$ cat src/rtl/pc_unit.sv
// Fetch program counter: selects the next PC from increment, jump, branch, trap,
// trap return or return-address-stack pop, with misaligned-target trapping.
module pc_unit #(
    parameter int unsigned     XLEN       = 32,
    parameter logic [XLEN-1:0] INIT_ADDR  = 32'h0000_0000,
    parameter logic [XLEN-1:0] TRAP_VEC   = 32'h0000_0010,
    parameter int unsigned     INSN_BYTES = 4,
    parameter int unsigned     RAS_DEPTH  = 4
) (
    input  logic            clk,
    input  logic            res,
    input  logic            enable,
    input  logic [2:0]      mode,
    input  logic [XLEN-1:0] jmp_addr,
    input  logic [XLEN-1:0] offset,
    input  logic            push_ret,
    output logic [XLEN-1:0] pc,
    output logic [XLEN-1:0] pc_next,
    output logic [XLEN-1:0] epc,
    output logic            ras_empty,
    output logic            misalign
);

    localparam int unsigned     ALIGN_W = $clog2(INSN_BYTES);
    localparam int unsigned     PTR_W   = $clog2(RAS_DEPTH);
    localparam int unsigned     CNT_W   = $clog2(RAS_DEPTH + 1);
    localparam logic [XLEN-1:0] STEP    = XLEN'(INSN_BYTES);
    localparam logic [CNT_W-1:0] CNT_MAX = CNT_W'(RAS_DEPTH);

    typedef enum logic [2:0] {
        MODE_HOLD   = 3'd0,
        MODE_INC    = 3'd1,
        MODE_JUMP   = 3'd2,
        MODE_BRANCH = 3'd3,
        MODE_TRAP   = 3'd4,
        MODE_TRET   = 3'd5,
        MODE_POP    = 3'd6,
        MODE_RSVD   = 3'd7
    } pc_mode_e;

    logic [XLEN-1:0]  r_pc;
    logic [XLEN-1:0]  r_epc;
    logic             r_misalign;
    logic [PTR_W-1:0] r_ptr;
    logic [CNT_W-1:0] r_cnt;
    logic [XLEN-1:0]  r_ras [RAS_DEPTH];

    pc_mode_e         w_mode;
    logic [XLEN-1:0]  w_pcInc;
    logic [XLEN-1:0]  w_target;
    logic             w_targetMis;
    logic [PTR_W-1:0] w_popPtr;
    logic             w_rasEmpty;
    logic [XLEN-1:0]  w_nextPc;
    logic [XLEN-1:0]  w_nextEpc;
    logic             w_fault;
    logic             w_push;
    logic             w_pop;

    assign w_mode      = pc_mode_e'(mode);
    assign w_pcInc     = r_pc + STEP;
    assign w_target    = (w_mode == MODE_JUMP) ? jmp_addr : r_pc + offset;
    assign w_targetMis = |w_target[ALIGN_W-1:0];
    assign w_popPtr    = r_ptr - PTR_W'(1);
    assign w_rasEmpty  = (r_cnt == '0);

    // A misaligned jump/branch target is redirected to the trap vector instead.
    always_comb begin
        w_nextPc  = r_pc;
        w_nextEpc = r_epc;
        w_fault   = 1'b0;
        w_push    = 1'b0;
        w_pop     = 1'b0;
        case (w_mode)
            MODE_INC: w_nextPc = w_pcInc;
            MODE_JUMP, MODE_BRANCH: begin
                if (w_targetMis) begin
                    w_fault   = 1'b1;
                    w_nextEpc = r_pc;
                    w_nextPc  = TRAP_VEC;
                end else begin
                    w_nextPc = w_target;
                    w_push   = push_ret;
                end
            end
            MODE_TRAP: begin
                w_nextEpc = r_pc;
                w_nextPc  = TRAP_VEC;
            end
            MODE_TRET: w_nextPc = r_epc;
            MODE_POP: begin
                if (!w_rasEmpty) begin
                    w_nextPc = r_ras[w_popPtr];
                    w_pop    = 1'b1;
                end else begin
                    w_nextPc = w_pcInc;
                end
            end
            default: w_nextPc = r_pc;
        endcase
    end

    always_ff @(posedge clk) begin
        if (res) begin
            r_pc       <= INIT_ADDR;
            r_epc      <= INIT_ADDR;
            r_misalign <= 1'b0;
            r_ptr      <= '0;
            r_cnt      <= '0;
        end else if (enable) begin
            r_pc       <= w_nextPc;
            r_epc      <= w_nextEpc;
            r_misalign <= w_fault;
            if (w_push) begin
                r_ptr <= r_ptr + PTR_W'(1);
                if (r_cnt != CNT_MAX) begin
                    r_cnt <= r_cnt + CNT_W'(1);
                end
            end else if (w_pop) begin
                r_ptr <= w_popPtr;
                r_cnt <= r_cnt - CNT_W'(1);
            end
        end
    end

    // Stack contents need no reset; validity is tracked by r_cnt alone.
    always_ff @(posedge clk) begin
        if (!res && enable && w_push) begin
            r_ras[r_ptr] <= w_pcInc;
        end
    end

    assign pc        = r_pc;
    assign epc       = r_epc;
    assign misalign  = r_misalign;
    assign ras_empty = w_rasEmpty;
    assign pc_next   = res ? INIT_ADDR : w_nextPc;

endmodule

$ cat config.mk
export PLATFORM = sky130hd
export DESIGN_NAME = pc_unit
export DESIGN_NICKNAME = d
export VERILOG_FILES = /design/src/rtl/pc_unit.sv
export SDC_FILE = /design/constraint.sdc
export NUM_CORES = 1
export LEC_CHECK = 0
export CAP_MARGIN = 10
export CORE_ASPECT_RATIO = 1.5
export CORE_MARGIN = 5
export CORE_UTILIZATION = 55
export CTS_CLUSTER_DIAMETER = 150
export DETAILED_ROUTE_END_ITERATION = 7
export DONT_BUFFER_PORTS = 1
export PLACE_DENSITY = 0.81
export SLEW_MARGIN = 20
export SYNTH_ARGS = -nofsm -noshare
export SYNTH_HDL_FRONTEND = slang
export SYNTH_SLANG_ARGS = --single-unit
$ cat constraint.sdc
create_clock -name clk -period 4.45 [get_ports clk]
set_clock_uncertainty 0.2 [all_clocks]
set_input_delay 0 -clock clk [delete_from_list [all_inputs] [get_ports clk]]
set_output_delay 0 -clock clk [all_outputs]
set_load 0.03 [all_outputs]
======== Yosys cells after proc, flatten, opt, wreduce, memory -nomap -nowiden ========
Memory sizes are Yosys's and may differ from the RTL's.
Cells that the tools add are included.
word-level totals
  register bits after elaboration ......... 70
  bits in writable memories ............... 128
  bits of input ports ..................... 71
  output and inout bits ................... 98
  memories kept ........................... 1
memories
  name   words  width  rd ports  clocked after Yosys merged registers in  write ports  line  RTL
  r_ras  4      32     1         0                                        1            46    logic [XLEN-1:0] r_ras [RAS_DEPTH];
operators by class
  add/subtract/negate cells ............... 6
  equal/unequal tests ..................... 9
  mux-type cells .......................... 20
  reductions and logical operators ........ 11
operators by type and width
  operator                                                                  number
  32-bit 2-to-1 mux                                                         5
  32-bit case mux with 5 select lines                                       1
  32-bit case mux with 2 select lines                                       1
  32-bit by 3-bit adder with 32-bit output (second input constant)          1
  32-bit adder                                                              1
  3-bit equality test (second input constant)                               3
  3-bit 2-to-1 mux                                                          3
  1-bit 2-to-1 mux                                                          8
  3-bit by 2-bit equality test with 1-bit output (second input constant)    2
  3-bit AND reduction                                                       2
  2-bit 2-to-1 mux                                                          2
  2-bit nonzero test                                                        2
  2-bit OR reduction                                                        2
  3-bit by 1-bit adder with 3-bit output (second input constant)            1
  3-bit by 1-bit equality test with 1-bit output (second input constant)    1
  3-bit logical NOT                                                         1
  3-bit inequality test (second input constant)                             1
  3-bit by 1-bit subtractor with 3-bit output (second input constant)       1
  2-bit by 1-bit adder with 2-bit output (second input constant)            1
  1-bit logical AND                                                         2
  2-bit by 1-bit inequality test with 1-bit output (second input constant)  1
  2-bit inequality test (second input constant)                             1
  2-bit AND reduction                                                       1
  2-bit by 1-bit subtractor with 2-bit output (second input constant)       1
  1-bit logical NOT                                                         1

======== Depth between registers and ports, before layout ========
  depth in word-level cells ............... 8
  depth in mapped cells ................... 13
  depth with buffers taken out ............ 11

======== Least setup slack after synthesis ========
Ideal clock, no wire load.
  path type ............................... register to output
  start point ............................. register r_ptr[0]
  end point ............................... output port pc_next[9]
  data arrival time ....................... 3474 ps
  path slack .............................. 776 ps
  stages on the path, launching flop included .. 13
  path through ............................ dfxtp_1 buf_2 buf_4 buf_2 inv_1 ha_1 buf_2 clkbuf_1 clkbuf_1 mux4_2 a221oi_1 o221a_2 nor3_1
between the ends
  cells in the longest elaborated chain, start to end .. 5
RTL lines
  element                                      line  RTL
  from (decl)                                  44    logic [PTR_W-1:0] r_ptr;
  from (signal assigned)                       115   r_ptr <= r_ptr + PTR_W'(1);
  from (signal assigned)                       120   r_ptr <= w_popPtr;
  2-bit by 1-bit subtractor with 2-bit output  64    assign w_popPtr = r_ptr - PTR_W'(1);
  memory read 4 x 32 bit                       --
  32-bit 2-to-1 mux                            92    if (!w_rasEmpty) begin
  32-bit case mux with 5 select lines          74    case (w_mode)
  32-bit 2-to-1 mux                            137   assign pc_next = res ? INIT_ADDR : w_nextPc;
  to (decl)                                    18    output logic [XLEN-1:0] pc_next,
Every way passes these cells.

======== Final worst setup path ========
  start point ............................. register r_pc[0], in the netlist pc[0]
  end point ............................... register r_pc[12], in the netlist pc[12]
between the ends
  cells in the longest elaborated chain, start to end .. 5
  elaborated cells between the ends (all ways) .. 7
RTL lines
  element                                  line  RTL
  from (decl)                              41    logic [XLEN-1:0] r_pc;
  from (signal assigned)                   111   r_pc <= w_nextPc;
  32-bit adder                             62    assign w_target = (w_mode == MODE_JUMP) ? jmp_addr : r_pc + offset;
  32-bit 2-to-1 mux                        62
  2-bit OR reduction                       63    assign w_targetMis = |w_target[ALIGN_W-1:0];
  32-bit 2-to-1 mux                        77    if (w_targetMis) begin
  32-bit case mux with 5 select lines (*)  74
Mark *: on every way between the ends. The rest lies on a longest branch, timed or not.
A chain may end at the register's enable or synchronous reset.

==> flow_summary.toml <==
[sta]
fin_crit_sh_pct = 91.8
hold_viol = 0
fin_ws_ns = 0.366
relSlewSlack_pct = 30.8
fin_tns_setup_ns = 0
worst_pin_slew_ns = 1.04
max_freq_ghz = 0.245
period_needed_ns = 4.08
grt_setup_unrepaired = "false"
finalSetupViolations = 0
report.final.slew_viol_count = 0

[placement]
io_buffers = 0
dp_hpwl_um = 26700
place_ws_ns = 1.04
globalplace.congestion = 1.01

[yosys]
ys_async_sr_fraction_pct = 0
synth_area_um2 = 11500
synthesis.nets = 1236
synth-seq-cells = 198
ys_types = 91
synthCells = 1127
synth_warnings = 0
yosys_most_used_dff = "edfxtp_1"
synth-edff-count = 128
synth.avg_cell_area_um2 = 10.2
seq_area_frac_synth_pct = 45.6

[layout]
area_growth_pct = 14.0
diodes = 0
final_layout_size_suffix_gt1_share_pct = 14.6
fillerInstances = 1568
nets = 1291

[cts]
clkLatencyLatePin_ns = 0.45
ctsResizeCount = 0
h-tree-depth = 4
cts_sinks = 198
cts_tree = "yes"
cts_root_buf = "clkbuf_16"
numCtsBuffers = 17
clk_pin_slew_ns = 0.08
clock_path_buffers = 2

[routing]
final_antenna_net_count = 0
drc = 0
first_pass_iters = 7
wl_per_cell_um = 25.9
viasPerCell = 6.86
num_vias = 10000
drtIter0Drc = 1291
drt_wl_total_um = 37700

[critical_path]
worstPathArrival_ns = 4.28
critical_path_class = "reg -> reg"
cp-start-kind = "flop"
path_max_fanout = 3
critPathCaptureType = "flop"
required_ns = 4.65

[floorplan]
die-area_um2 = 24000
core_area_um2 = 20500
initial_utilization_pct = 56.1
io_pins = 169
die_h_um = 187
rows = 64
die_w_um = 128

[power_and_ir_drop]
power_frac_seq_pct = 47.1
clkPwrFrac_pct = 34.9
p_leak_uw = 0.00474
switchingPower_uw = 1330
cell_internal_pwr_uw = 3020
swShare_pct = 30.6
cellPowerDensity_nw_per_um2 = 332
power_frac_comb_pct = 18.0
vdd_drop_max_mv = 0.324

[global_routing]
grt_pass1_wl_um = 57500
antenna_found_initial = 0
grtUsageTotal_pct = 31.3
grt_max_degree = 85
overflow = 0
grt_pass1_vias = 9910

[run_status]
outcome = "completed"

[min_path]
min_path_type = "in -> out"

[job]
cap_violations = 0
## kinds of logic (layout without fill, tap and decap cells)
family          after synthesis  count (layout)  share of synthesized area (%)
fa+ha+maj                    38              38                           4.26
mux                          39              39                           6.88
compound gates              312             312                           18.9
flops                       198             198                           45.6
buf+inv                     106             174                           4.10
simple gates                383             383                           16.3
xor+xnor                     51              51                           3.95
## power by group through the flow
| stage | combinational, µW | sequential [µW] | clock, µW |
|---|---|---|---|
| floorplan | 495 | 2100 | 0 |
| global placement | 667 | 2090 | 0 |
| detailed placement | 675 | 2090 | 0 |
| CTS | 757 | 2050 | 1540 |
| global route | 833 | 2050 | 1610 |
| finish | 783 | 2050 | 1520 |
## final timing paths
path | from | cells past startpoint | slack [ns] | end
max | pc[0] | 13 | 0.37 | pc[12]
max reg2reg | pc[0] | 13 | 0.37 | pc[12]
min reg2reg | r_cnt[2] | 2 | 0.34 | r_cnt[2]
min | res | 2 | 0.03 | pc_next[24]
## placed cells by master, fill, tap and decap left out, types with 16 or more instances in the layout
cell,netlist,layout
ha_1,36,36
inv_1,19,19
o21ai_0,38,38
nor3_1,24,24
nand3_1,23,23
edfxtp_1,128,128
clkbuf_16,0,17
a211oi_1,25,25
xnor2_1,33,33
mux4_2,32,32
nor2_1,108,107
buf_4,5,68
nand2_1,121,121
dlygate4sd3_1,0,51
a221o_1,19,19
nand2b_1,16,16
xor2_1,17,17
a21oi_1,100,99
and3_1,20,20
dfxtp_1,70,69
## cells in the mapped netlist (all sizes together) (10+ instances only)
master	instances	area share, %
edfxtp	128	33
nand2	122	4.0
nor2	108	3.5
a21oi	100	4.3
dfxtp	70	12
clkbuf	49	1.6
o21ai	47	2.1
buf	37	1.8
ha	36	3.9
xnor2	34	2.7
mux4	32	6.3
nor3	28	1.4
a211oi	26	1.7
nand3	24	1.2
and3	22	1.2
a221o	19	1.7
inv	19	0.62
a221oi	18	1.5
xor2	17	1.3
nand2b	16	0.87
and2	14	0.76
nand4	13	0.71
a21o	10	0.65
## per-layer routing
layer  global-route usage [%]  share of wire [%]  up-vias
li1                         -                  -     4377
met1                     38.9                 36     4802
met2                     49.8                 48      670
met3                     6.43                9.5      153
met4                     18.8                6.7        0
met5                        0                  0        -
## worst max-delay path, cell delays in order, from the launching register on
cell and delay, ns:
dfxtp_1 0.35, ha_1 0.18, inv_1 0.06, fa_1 0.41, nand2b_1 0.19, a21oi_1 0.29, o2111ai_1 0.22, a21boi_1 0.30
nor2_1 0.09, xnor2_1 0.17, o221ai_1 0.14, dlygate4sd3_1 0.60, a311oi_1 0.26, dlygate4sd3_1 0.57
## cell type report
class                           count  area (µm²)  area share (%)
Multi-Input combinational cell    823        5810            44.3
Tap cell                          264         330            2.52
Clock inverter                     14         126           0.963
Timing Repair Buffer              122        1090            8.30
Inverter                           20        80.1           0.611
Clock buffer                       18         439            3.35
Sequential cell                   198        5250            40.0
## registers in the layout, summed over array words and instances, names as in the netlist
signal / flops
r_cnt: 3
pc: 32
r_ptr: 2
epc: 32
misalign: 1
r_ras: 128
## stage by stage
| step | cell area (µm²) | util [%] | cells | hold slack [ns] | total power [µW] |
|---|---|---|---|---|---|
| 6_report | 13100 | 64.0 | 1459 | 0.0305 | 4350 |
| 5_1_grt | 13100 | 64.0 | 1459 | 0.0302 | 4500 |
| 4_1_cts | 13100 | 63.9 | 1458 | 0.000332 | 4340 |
| 3_5_place_dp | 12000 | 58.4 | 1373 | -0.116 | 2760 |
| 3_3_place_gp | 12000 | 58.4 | 1373 | -0.122 | 2750 |
| 2_1_floorplan | 11500 | - | 1127 | 0.0635 | 2590 |
## timing repair
action                                  4_1_cts  5_1_grt
buffers inserted                              0        0
hold buffers                                 53        1
hold endpoints to repair                     83        2
endpoints found under the setup margin        0        0
No activity file was read; power rests on OpenSTA's default activity.
